<file path="config.mk">
export PLATFORM = sky130hd
export DESIGN_NAME = serial_adder_fsm
export DESIGN_NICKNAME = d
export VERILOG_FILES = /design/src/rtl/serial_adder_fsm_pkg.sv /design/src/rtl/full_adder_st2.sv /design/src/rtl/serial_adder_fsm.sv
export SDC_FILE = /design/constraint.sdc
export NUM_CORES = 1
export LEC_CHECK = 0
export CAP_MARGIN = 10
export CELL_PAD_IN_SITES_DETAIL_PLACEMENT = 1
export CELL_PAD_IN_SITES_GLOBAL_PLACEMENT = 2
export CORE_UTILIZATION = 35
export DETAILED_ROUTE_END_ITERATION = 16
export PLACE_DENSITY_LB_ADDON = 0.1
export SLEW_MARGIN = 20
export SYNTH_ARGS = -nofsm -noshare
export SYNTH_HDL_FRONTEND = slang
export SYNTH_SLANG_ARGS = --single-unit
</file>
<file path="constraint.sdc">
create_clock -name clk -period 1.8 [get_ports clk]
set_input_delay 0.36 -clock clk [delete_from_list [all_inputs] [get_ports clk]]
set_output_delay 0.36 -clock clk [all_outputs]
set_load 0.05 [all_outputs]
</file>
<file path="src/rtl/serial_adder_fsm_pkg.sv">
// -----------------------------------------------------------------------------
// serial_adder_fsm_pkg
// Shared definitions for the bit-serial adder.
//   state_t        : controller states (IDLE -> ADD -> DONE -> IDLE)
//   DEFAULT_WIDTH  : default operand/sum width
// -----------------------------------------------------------------------------
package serial_adder_fsm_pkg;

    typedef enum logic [1:0] {
        S_IDLE = 2'd0,
        S_ADD  = 2'd1,
        S_DONE = 2'd2
    } state_t;

    localparam int DEFAULT_WIDTH = 8;

endpackage

</file>
<file path="src/rtl/full_adder_st2.sv">
// -----------------------------------------------------------------------------
// full_adder_st2
// One-bit full adder cell built from gate-level logic.
// Ports:
//   a, b, cin : input bits
//   s         : sum bit  (a ^ b ^ cin)
//   cout      : carry out (majority of a, b, cin)
// -----------------------------------------------------------------------------
module full_adder_st2 (
    output logic s,
    output logic cout,
    input  logic a,
    input  logic b,
    input  logic cin
);

    logic half_s;

    assign half_s = a ^ b;
    assign s      = half_s ^ cin;
    assign cout   = (a & b) | (cin & half_s);

endmodule

</file>
<file path="src/rtl/serial_adder_fsm.sv">
// -----------------------------------------------------------------------------
// serial_adder_fsm
// Bit-serial WIDTH-bit adder: one full-adder cell processes the operands
// LSB-first, one bit per clock, with the carry kept in a flop between bits.
// Ports:
//   clk, rst_n            : clock, asynchronous active-low reset
//   in_valid / in_ready   : operand handshake (a, b, cin); ready only in IDLE
//   a, b, cin             : operands and carry-in for bit 0
//   out_valid / out_ready : result handshake; valid only in DONE
//   sum, cout             : registered result, low WIDTH bits and carry out
// -----------------------------------------------------------------------------
module serial_adder_fsm
    import serial_adder_fsm_pkg::*;
#(
    parameter int WIDTH = DEFAULT_WIDTH
) (
    input  logic             clk,
    input  logic             rst_n,
    input  logic             in_valid,
    output logic             in_ready,
    input  logic [WIDTH-1:0] a,
    input  logic [WIDTH-1:0] b,
    input  logic             cin,
    output logic             out_valid,
    input  logic             out_ready,
    output logic [WIDTH-1:0] sum,
    output logic             cout
);

    localparam int CNT_W = $clog2(WIDTH);
    localparam logic [CNT_W-1:0] LAST_BIT = CNT_W'(WIDTH - 1);

    state_t           state;
    logic [WIDTH-1:0] a_sr;
    logic [WIDTH-1:0] b_sr;
    logic [WIDTH-1:0] sum_sr;
    logic             carry;
    logic [CNT_W-1:0] cnt;

    logic fa_s;
    logic fa_cout;
    logic accept;
    logic last_bit;

    full_adder_st2 u_fa (
        .s    (fa_s),
        .cout (fa_cout),
        .a    (a_sr[0]),
        .b    (b_sr[0]),
        .cin  (carry)
    );

    assign accept   = in_valid & in_ready;
    assign last_bit = (cnt == LAST_BIT);

    // Controller and registered outputs. in_ready resets high because the
    // block is in IDLE as soon as reset is released.
    always_ff @(posedge clk or negedge rst_n) begin
        if (!rst_n) begin
            state     <= S_IDLE;
            in_ready  <= 1'b1;
            out_valid <= 1'b0;
            sum       <= '0;
            cout      <= 1'b0;
        end else begin
            case (state)
                S_IDLE: begin
                    if (accept) begin
                        state    <= S_ADD;
                        in_ready <= 1'b0;
                    end
                end
                S_ADD: begin
                    if (last_bit) begin
                        // Final bit: capture the completed sum straight from
                        // the shift input so the result is ready on DONE entry.
                        state     <= S_DONE;
                        out_valid <= 1'b1;
                        sum       <= {fa_s, sum_sr[WIDTH-1:1]};
                        cout      <= fa_cout;
                    end
                end
                S_DONE: begin
                    if (out_ready) begin
                        state     <= S_IDLE;
                        out_valid <= 1'b0;
                        in_ready  <= 1'b1;
                    end
                end
                default: begin
                    state     <= S_IDLE;
                    out_valid <= 1'b0;
                    in_ready  <= 1'b1;
                end
            endcase
        end
    end

    // Serial datapath: operands shift out LSB-first, sum bits shift in at
    // the MSB so that after WIDTH steps sum_sr holds the aligned result.
    always_ff @(posedge clk or negedge rst_n) begin
        if (!rst_n) begin
            a_sr   <= '0;
            b_sr   <= '0;
            sum_sr <= '0;
            carry  <= 1'b0;
            cnt    <= '0;
        end else if (state == S_IDLE) begin
            if (accept) begin
                a_sr  <= a;
                b_sr  <= b;
                carry <= cin;
                cnt   <= '0;
            end
        end else if (state == S_ADD) begin
            a_sr   <= a_sr >> 1;
            b_sr   <= b_sr >> 1;
            sum_sr <= {fa_s, sum_sr[WIDTH-1:1]};
            carry  <= fa_cout;
            cnt    <= cnt + 1'b1;
        end
    end

endmodule

</file>
Word-level counts from Yosys, hierarchy flattened
Cells that the tools add are included.
W data, S select, Z words.

storage, ports and cells
  bits in registers = 41
  output and inout port bits = 11
  word-level logic and storage cells = 55

operators by class
  add/sub/neg operators = 1
  eq/ne operators = 6
  muxes and demuxes = 22
  bitwise logic cells = 8
  reduce and logical (&&, ||, !) cells = 8

operator list
  cell                   count
  $mux W8                6
  $mux W3                3
  $reduce_and A3 Y1      3
  $mux W1                7
  $mux W2                3
  $ne A2 B2 Y1 const B   3
  $pmux W1 S3            2
  $pmux W2 S3            1
  $reduce_and A2 Y1      3
  $add A3 B1 Y3 const B  1
  $and A1 B1 Y1          3
  $eq A3 B3 Y1 const B   1
  $eq A2 B1 Y1 const B   1
  $eq A2 B2 Y1 const B   1
  $logic_not A2 Y1       1
  $not A1 Y1             2
  $reduce_bool A2 Y1     1
  $xor A1 B1 Y1          2
  $or A1 B1 Y1           1

Longest topological paths before layout
Gate-level depths: netlist of the first run.

  depth after elaboration = 5
  gate-level depth with buffers = 5
  depth with buffers taken out = 4

By module
From an unflattened synthesis of the first run, not the netlist that was laid out.

second synthesis, totals
  cell total of the unflattened synthesis = 154
  area total of the unflattened synthesis = 1873.0 um2

modules (own cells, without submodules)
  module            times used  cells an instance  area an instance (um2)  seq. area each (um2)
  serial_adder_fsm  1           153                1853.0                  1002.2
  full_adder_st2    1           1                  20.0                    0.0

Worst setup path before layout of the first run
Ideal clock, no wire load.

  kind = register to register
  start = register in_ready
  end = register a_sr[7]
  setup time = 122 ps
  arrival = 1384 ps
  setup slack = 294 ps
  cell stages (with the launch flop) = 5
  buffers on the path = 1
  period minus slack after synthesis = 1506 ps
  cells stage by stage = dfstp_2 a21oi_4 or2_1 buf_6 a32o_1

on the way
  cells in the longest elaborated chain, start to end = 3

ends and longest elaborated chain
  what                         RTL line                 source
  start: declaration           serial_adder_fsm.sv:20   output logic in_ready,
  start signal: assignment     serial_adder_fsm.sv:61   in_ready <= 1'b1;
  start signal: assignment     serial_adder_fsm.sv:70   in_ready <= 1'b0;
  start signal: assignment     serial_adder_fsm.sv:87   in_ready <= 1'b1;
  $and A1 B1 Y1                serial_adder_fsm.sv:53   assign accept = in_valid & in_ready;
  $ne A2 B2 Y1 (no line)       n/a
  $reduce_and A2 Y1 (no line)  n/a
  end signal: assignment       serial_adder_fsm.sv:116  a_sr <= a_sr >> 1;
  end: declaration             serial_adder_fsm.sv:34   logic [WIDTH-1:0] a_sr;

Every way passes these cells.
A chain may end at the register's enable or synchronous reset.

Final worst setup path of the first run
  start = register in_ready
  end = register b_sr[2]

on the way
  cells in the longest elaborated chain, start to end = 3

ends and longest elaborated chain
  what                         RTL line                 source
  $and A1 B1 Y1                serial_adder_fsm.sv:53
  $ne A2 B2 Y1 (no line)       n/a
  $reduce_and A2 Y1 (no line)  n/a
  end signal: assignment       serial_adder_fsm.sv:117  b_sr <= b_sr >> 1;
  end: declaration             serial_adder_fsm.sv:35   logic [WIDTH-1:0] b_sr;

Every way passes these cells.

==> flow_metrics.tcl, run 1 <==
set metrics [dict create \
    num_io_pins 32 \
    fin_crit_sh_pct 83.6 \
    finalSetupViolCount 0 \
    cts_buffer_depth 2 \
    period_needed_ns 1.50 \
    dr_total_vias 1168 \
    antenna_found_initial 0 \
    power.density_nw_per_um2 1840 \
    cp.required_ns 2.01 \
    synth_cell_type_count 24 \
    ys_ff_latch 40 \
    cts_tree "yes" \
    relSlewSlack_pct 75.2 \
    rr_endpoint "b_sr[2]$_DFFE_PN0P_" \
    core_sq_um 4790 \
    tightest_slew_ns 0.373 \
    r2r_start "in_ready$_DFFE_PN1P_" \
    initial_core_util_pct 36.9 \
    antenna_cells 0 \
    port_buffers 31 \
    gp_congestion 0.657 \
    grt_overflow 0 \
    drv_cap 0 \
    ys_warn_count 0 \
    pre_cts_slack_ns -0.0281 \
    critPathArrivalTime_ns 1.71 \
    final_cell_area_sq_um 2230 \
    track_usage_pct 16.1 \
    cts_max_level 2 \
    critPathBufInv 1 \
    nets 196 \
    rsz0062_at_grt "no" \
    rrSetupSlack_ns 0.30 \
    reg2reg_depth 4 \
    hp-class "flip-flop to flip-flop" \
    max_stage_delay_ns 0.61 \
    ant_nets 0 \
    die_x_um 73.0 \
    clkLatencyLatePin_ns 0.29 \
    die-height_um 73.0 \
    start_kind "flip-flop" \
    finClkSkew_ns 0.00881 \
    drcViolationCount 0 \
    crit_family "flip-flops" \
    fmax_ghz 0.665 \
    grt_start_max_net_pins 21 \
    crit_fanout 10 \
    path_class "flip-flop to flip-flop" \
    netlist_instances 134 \
    ctsResizeCount 0 \
    crit_start "in_ready$_DFFE_PN1P_" \
    synth_nets 158 \
    vias_per_cell 4.87 \
    grt_pass1_wl_um 6300 \
    yosysSeqAreaShare_pct 56.8 \
    die_area_sq_um 5330 \
    syn_avg_cell_area_sq_um 13.2 \
    finalHoldViolCount 0 \
    endpoint_kind "flip-flop" \
    setup_ws_ns 0.295 \
    drv_slew 0 \
    crit_cells 4 \
    dpl_cell_area_sq_um 2120 \
    clkTransAtPathRegs_ns 0.08 \
    wire_per_inst_um 15.3 \
    drt_iter0_markers 40 \
    areaGrowthSynthToFinish_pct 26.4 \
    cts_sinks 40 \
    post_cts_buffers 0 \
    final_cell_mix "39 x dfrtp_1, 22 x o21ai_0, 19 x clkdlybuf4s50_1, 17 x mux2_2, 17 x buf_4" \
    status "complete, no violations" \
    cts_root_buf "clkbuf_8" \
    p_leak_nw 1.03 \
    grt_pass1_vias 1251 \
    rows 25 \
    final_layout_size_suffix_gt1_share_pct 28.3 \
    synth_area_sq_um 1770 \
    ir_worst_vdd_uv 776 \
    firstDrtPassIters 3 \
    crit_chain "a21oi_4 -> or2_1 -> buf_4 -> o21ai_0" \
    cts_buffers 5 \
    final_common_cell "dfrtp_1" \
    wl_um 3660 \
    crit_path_end "b_sr[2]$_DFFE_PN0P_" \
    cp_slowest_cell "dfstp_2" \
    dp_hpwl_um 2630 \
]
-- state kept, by name (all words and copies together), names as in the netlist --
register,cells
cnt,3
cout,1
out_valid,1
sum,8
carry,1
a_sr,8
in_ready,1
sum_sr,7
state,2
b_sr,8
-- cell families (layout without fill, tap and decap cells) --
| kind of cell | Yosys count | in the layout | share of synthesized area, % |
|---|---|---|---|
| compound gates | 39 | 39 | 12.7 |
| fa+ha+maj | 3 | 3 | 2.55 |
| buf+inv | 8 | 47 | 3.90 |
| flops | 40 | 40 | 56.8 |
| mux | 32 | 32 | 19.3 |
| simple gates | 12 | 12 | 4.75 |
-- Yosys cell counts, drive strengths merged --
master / instances / share of area (%)
dfrtp: 39 / 55
and2b: 1 / 0.57
mux2i: 15 / 8.5
clkbuf: 2 / 0.43
buf: 6 / 3.5
or2: 1 / 0.35
a32o: 2 / 1.1
ha: 2 / 1.4
dfstp: 1 / 1.5
nand2: 4 / 1.3
nand2b: 1 / 0.35
mux2: 17 / 11
a21oi: 4 / 1.8
and2: 1 / 0.35
o21ai: 31 / 8.8
nor3: 1 / 0.28
fa: 1 / 1.1
a22o: 2 / 0.99
nor2: 3 / 1.6
-- metrics by stage --
stage | hold slack (ns) | instances | setup TNS [ns] | utilization [%] | power (mW)
after floorplan | 0.0644 | 134 | 0 | - | 2.99
after global placement | 0.291 | 231 | 0 | 44.4 | 3.42
after detailed placement | 0.293 | 231 | -0.0938 | 44.4 | 3.54
after CTS | 0.499 | 240 | 0 | 46.6 | 4.20
after global routing | 0.528 | 240 | 0 | 46.6 | 4.43
final | 0.494 | 240 | 0 | 46.6 | 4.11
-- cell type report --
| class | instances | area (sq um) |
|---|---|---|
| clock buffers | 6 | 82.6 |
| clock inverters | 2 | 15.0 |
| fillers | 505 | 2550 |
| multi-input cells | 86 | 694 |
| flip-flops and latches | 40 | 1000 |
| well taps | 67 | 83.8 |
| repair buffers | 39 | 353 |
-- routing by layer --
layer | up-vias | global-route usage (%) | share of wire (%)
li1 | 559 | - | -
met1 | 580 | 21.1 | 46
met2 | 22 | 25.6 | 48
met3 | 7 | 4.14 | 3.8
met4 | 0 | 5.88 | 1.6
met5 | - | 0 | 0
-- worst reg2reg max path, cell delays in order (launching register included) --
cell	delay [ns]
dfstp_2	0.61
a21oi_4	0.07
or2_1	0.35
buf_4	0.23
o21ai_0	0.16
-- how the worst min path moves through the flow --
stage / start / endpoint / slack (ns) / cells past startpoint
6_report: b_sr[7]$_DFFE_PN0P_ / b_sr[7]$_DFFE_PN0P_ / 0.49 / 1
5_1_grt: rst_n / a_sr[0]$_DFFE_PN0P_ / 0.53 / 2
4_1_cts: rst_n / a_sr[0]$_DFFE_PN0P_ / 0.50 / 2
3_5_place_dp: rst_n / b_sr[3]$_DFFE_PN0P_ / 0.29 / 1
3_3_place_gp: rst_n / b_sr[3]$_DFFE_PN0P_ / 0.29 / 1
2_1_floorplan: rst_n / a_sr[0]$_DFFE_PN0P_ / 0.06 / 0
-- power breakdown --
group	leakage, nW	internal (mW)	switching, mW
Combinational	0.486	0.834	1.08
Clock	0.0434	0.310	0.322
Sequential	0.499	1.31	0.252
-- repair_timing --
item | in CTS | in global routing
hold buffers | 1 | 0
endpoints found under the hold margin | 12 | 0
endpoints found under the setup margin | 0 | 0
Note: power is estimated with default switching activity, not from simulation.
==> inputs of run 2 (changes only) <==
clock period = 1.53 ns   (was 1.8 ns; I/O delays follow)
==> flow_metrics.tcl, run 2 (synthesized netlist as in run 1, its figures left out) <==
set metrics [dict create \
    final_layout_size_suffix_gt1_share_pct 31.6 \
    r2r_start "state[1]$_DFFE_PN0P_" \
    tightest_slew_ns 0.376 \
    fillers 491 \
    initial_core_util_pct 36.9 \
    rsz0062_at_grt "no" \
    rrSetupSlack_ns 0.11 \
    cts_buffer_depth 2 \
    seq_area_sq_um 1000 \
    largestRegisters "a_sr x8, b_sr x8, sum x8" \
    fin_crit_sh_pct 94.0 \
    vias_per_cell 4.86 \
    cts_buffers 5 \
    crit_path_end "in_ready" \
    gp_congestion 0.657 \
    finalSetupViolCount 0 \
    rows 25 \
    power.density_nw_per_um2 2190 \
    die_x_um 73.0 \
    path_class "flip-flop to output pin" \
    die-height_um 73.0 \
    setup_ws_ns 0.0915 \
    hp-class "primary input to asynchronous set/reset pin" \
    drv_cap 0 \
    grt_start_max_net_pins 21 \
    grt_pass1_vias 1284 \
    areaGrowthSynthToFinish_pct 36.4 \
    cts_sinks 40 \
    wl_um 3670 \
    dpl_cell_area_sq_um 2280 \
    cts_max_level 2 \
    clkTransAtPathRegs_ns 0.08 \
    final_cell_mix "38 x dfrtp_1, 22 x o21ai_0, 19 x clkdlybuf4s50_1, 17 x mux2_2, 15 x mux2i_1" \
    critPathArrivalTime_ns 1.13 \
    relSlewSlack_pct 74.9 \
    fmax_ghz 0.695 \
    multiInputGateArea_sq_um 711 \
    crit_start "in_ready$_DFFE_PN1P_" \
    grt_pass1_wl_um 6290 \
    rr_endpoint "carry$_DFFE_PN0P_" \
    clkLatencyLatePin_ns 0.30 \
    crit_chain "buf_4 -> buf_12" \
    ir_worst_vdd_uv 911 \
    firstDrtPassIters 2 \
    final_cell_area_sq_um 2410 \
    core_sq_um 4790 \
    pre_cts_slack_ns -0.224 \
    drcViolationCount 0 \
    start_kind "flip-flop" \
    drt_iter0_markers 40 \
    cp_slowest_cell "dfstp_2" \
    drv_slew 0 \
    antenna_cells 0 \
    grt_overflow 0 \
    endpoint_kind "output pin" \
    p_leak_nw 1.10 \
    port_buffers 31 \
    antenna_found_initial 0 \
    reg2reg_depth 4 \
    period_needed_ns 1.44 \
    finalHoldViolCount 0 \
    track_usage_pct 16.0 \
    final_common_cell "dfrtp_1" \
    status "complete, no violations" \
    num_io_pins 32 \
    wire_per_inst_um 15.0 \
    cp.required_ns 1.22 \
    ant_nets 0 \
    max_stage_delay_ns 0.56 \
    dp_hpwl_um 2620 \
    die_area_sq_um 5330 \
    cts_root_buf "clkbuf_8" \
    finClkSkew_ns 0.00579 \
    dr_total_vias 1185 \
    nets 200 \
    cts_tree "yes" \
    crit_fanout 4 \
]
run 2: cell types whose count changed in the layout (fill, tap and decap cells not counted):
cell / before / now
or2_4: 0 / 1
or2_1: 1 / 0
nand2_4: 1 / 2
ha_2: 0 / 1
dfrtp_2: 0 / 1
buf_4: 17 / 9
buf_12: 1 / 12
dfrtp_1: 39 / 38
ha_1: 2 / 1
run 2: layout make-up:
type,instances,share of cell area (%)
clock buffers,6,3.43
clock inverters,2,0.623
multi-input cells,87,29.5
flip-flops and latches,40,41.7
well taps,67,3.48
repair buffers,42,21.3
run 2: timing repair:
action                     in CTS  in global routing
setup endpoints to repair       0                  8
gates resized for setup         0                  4
hold buffers                    1                  0
hold endpoints to repair       10                  0
setup buffers                   0                  0
run 2: worst max-delay path, delay by kind of cell, from the launching register on:
| family | cells | cell delay [ns] |
|---|---|---|
| flops | 1 | 0.56 |
| buf+inv | 2 | 0.27 |
run 2: metrics by stage:
stage / hold WS [ns] / util, % / instances / power, mW / TNS (ns)
after floorplan: 0.0104 / - / 134 / 3.52 / 0
after global placement: 0.207 / 47.7 / 234 / 4.45 / -2.37
after detailed placement: 0.223 / 47.7 / 234 / 4.57 / -3.30
after CTS: 0.441 / 50.0 / 243 / 5.34 / 0
after global routing: 0.444 / 50.3 / 244 / 5.66 / 0
final: 0.427 / 50.3 / 244 / 5.28 / 0
run 2: worst min-delay path by stage:
stage          start               endpoint  slack, ns  cells past startpoint
6_report       rst_n    b_sr[3]$_DFFE_PN0P_       0.43                      2
5_1_grt        rst_n  out_valid$_DFFE_PN0P_       0.44                      2
4_1_cts        rst_n     cnt[2]$_DFFE_PN0P_       0.44                      2
3_5_place_dp   rst_n    b_sr[3]$_DFFE_PN0P_       0.22                      1
3_3_place_gp   rst_n    b_sr[3]$_DFFE_PN0P_       0.21                      1
2_1_floorplan  rst_n    a_sr[0]$_DFFE_PN0P_       0.01                      0
run 2: layer usage:
| metal | GRT usage (%) | part of all wire (%) | up-vias |
|---|---|---|---|
| met4 | 5.88 | 1.6 | 0 |
| li1 | - | - | 569 |
| met2 | 24.6 | 47 | 22 |
| met5 | 0 | 0 | - |
| met3 | 5.11 | 4.4 | 5 |
| met1 | 21.1 | 47 | 589 |
run 2: where the power goes:
group	leakage [nW]	total (mW)	switching [mW]	internal, mW
combinational	0.554	2.63	1.28	1.35
sequential	0.498	1.91	0.360	1.55
clock	0.0434	0.744	0.379	0.365
==> inputs of run 3 (changes only) <==
CORE_UTILIZATION = 30   (was 35)
==> flow_metrics.tcl, run 3 (synthesized netlist as in run 1, its figures left out) <==
set metrics [dict create \
    status "complete, no violations" \
    grt_pass1_vias 1300 \
    power.density_nw_per_um2 2170 \
    swShare_pct 37.9 \
    wire_per_inst_um 14.7 \
    crit_path_end "in_ready" \
    met1Wirelength_um 1630 \
    ir_worst_vdd_uv 801 \
    dp_hpwl_um 2430 \
    r2r_start "cnt[0]$_DFFE_PN0P_" \
    finalSetupViolCount 0 \
    num_io_pins 32 \
    dr_total_vias 1190 \
    crit_chain "buf_4 -> buf_12" \
    finClkSkew_ns 0.00675 \
    combPwrFrac_pct 49.5 \
    cts_root_buf "clkbuf_8" \
    cts_tree "yes" \
    top_layer "met4" \
    clkLatencyLatePin_ns 0.29 \
    track_usage_pct 13.7 \
    die_area_sq_um 6200 \
    endpoint_kind "output pin" \
    p_leak_nw 1.09 \
    wl_met3_um 174 \
    nets 198 \
    fin_crit_sh_pct 93.1 \
    cts_buffers 5 \
    start_kind "flip-flop" \
    critPathArrivalTime_ns 1.12 \
    drt_iter0_markers 75 \
    finalHoldViolCount 0 \
    clkTransAtPathRegs_ns 0.08 \
    rr_endpoint "sum[4]$_DFFE_PN0P_" \
    wl_um 3640 \
    initial_core_util_pct 31.7 \
    cts_sinks 40 \
    largestRegisters "a_sr x8, b_sr x8, sum x8" \
    gp_congestion 0.667 \
    rsz0062_at_grt "no" \
    crit_family "flip-flops" \
    final_layout_size_suffix_gt1_share_pct 30.3 \
    max_stage_delay_ns 0.56 \
    cts_buffer_depth 2 \
    final_cell_mix "38 x dfrtp_1, 22 x o21ai_0, 19 x clkdlybuf4s50_1, 17 x mux2_2, 15 x mux2i_1" \
    fmax_ghz 0.702 \
    min_from "b_sr[7]$_DFFE_PN0P_" \
    firstDrtPassIters 4 \
    relSlewSlack_pct 74.6 \
    antenna_cells 0 \
    grt_start_max_net_pins 41 \
    crit_fanout 4 \
    crit_start "in_ready$_DFFE_PN1P_" \
    hold_path_depth 1 \
    tightest_slew_ns 0.382 \
    antenna_found_initial 0 \
    cts_max_level 2 \
    met2WireLength_um 1810 \
    die_x_um 78.7 \
    rows 27 \
    core_sq_um 5570 \
    ant_nets 0 \
    drv_slew 0 \
    vias_per_cell 4.82 \
    seqPwrFrac_pct 36.6 \
    cp_slowest_cell "dfstp_2" \
    rrSetupSlack_ns 0.12 \
    drv_cap 0 \
    areaGrowthSynthToFinish_pct 36.4 \
    finish.utilization_pct 43.2 \
    cp.required_ns 1.22 \
    grt_pass1_wl_um 6380 \
    critPathBufInv 2 \
    clockPowerShare_pct 13.8 \
    reg2reg_depth 4 \
    period_needed_ns 1.42 \
    power.internal_mw 3.24 \
    final_common_cell "dfrtp_1" \
    die-height_um 78.7 \
    final_cells 247 \
    crit_cells 2 \
    p_sw_mw 1.98 \
    placed_cells 237 \
    hp-class "flip-flop to flip-flop" \
    port_buffers 31 \
    path_class "flip-flop to output pin" \
    grt_overflow 0 \
    drcViolationCount 0 \
]
run 3: repair_timing:
action	in CTS	in global routing
endpoints found under the hold margin	39	0
pin swaps	0	3
setup buffers	0	0
hold buffers	1	0
setup endpoints to repair	9	11
gates cloned	0	1
gates resized for setup	1	3
run 3: worst min-delay path by stage:
stage                                      to  slack (ns)
after floorplan           a_sr[0]$_DFFE_PN0P_        0.01
after global placement    b_sr[3]$_DFFE_PN0P_        0.29
after detailed placement  b_sr[3]$_DFFE_PN0P_        0.30
after CTS                  cnt[0]$_DFFE_PN0P_        0.52
after global routing      b_sr[7]$_DFFE_PN0P_        0.53
final                     b_sr[7]$_DFFE_PN0P_        0.51
run 3: routing by layer:
layer | track usage, % | up-vias
li1 | - | 562
met1 | 16.9 | 601
met2 | 22.3 | 25
met3 | 4.02 | 2
met4 | 5.56 | 0
met5 | 0 | -
run 3: power by group through the flow:
stage	Combinational, mW	Clock [mW]	Sequential, mW
after global placement	2.52	0	1.91
final	2.59	0.724	1.91
after floorplan	1.32	0	2.20
after global routing	2.83	0.802	1.98
after CTS	2.59	0.757	1.93
after detailed placement	2.58	0	1.94
run 3: area by class of cell:
class	count	area, sq um
clock buffers	7	86.3
clock inverters	1	7.51
fillers	605	3170
multi-input cells	87	711
flip-flops and latches	40	1000
well taps	72	90.1
repair buffers	40	510
run 3: stage by stage:
step / total power [mW] / worst slack (ns) / TNS, ns / hold slack (ns) / instance area, sq um
after floorplan: 3.52 / 0.0245 / 0 / 0.0104 / 1770
after global placement: 4.43 / -0.150 / -2.42 / 0.293 / 2290
after detailed placement: 4.53 / -0.176 / -2.90 / 0.296 / 2290
after CTS: 5.28 / 0.0379 / 0 / 0.516 / 2390
after global routing: 5.61 / 0.0203 / 0 / 0.529 / 2410
final: 5.23 / 0.106 / 0 / 0.508 / 2410
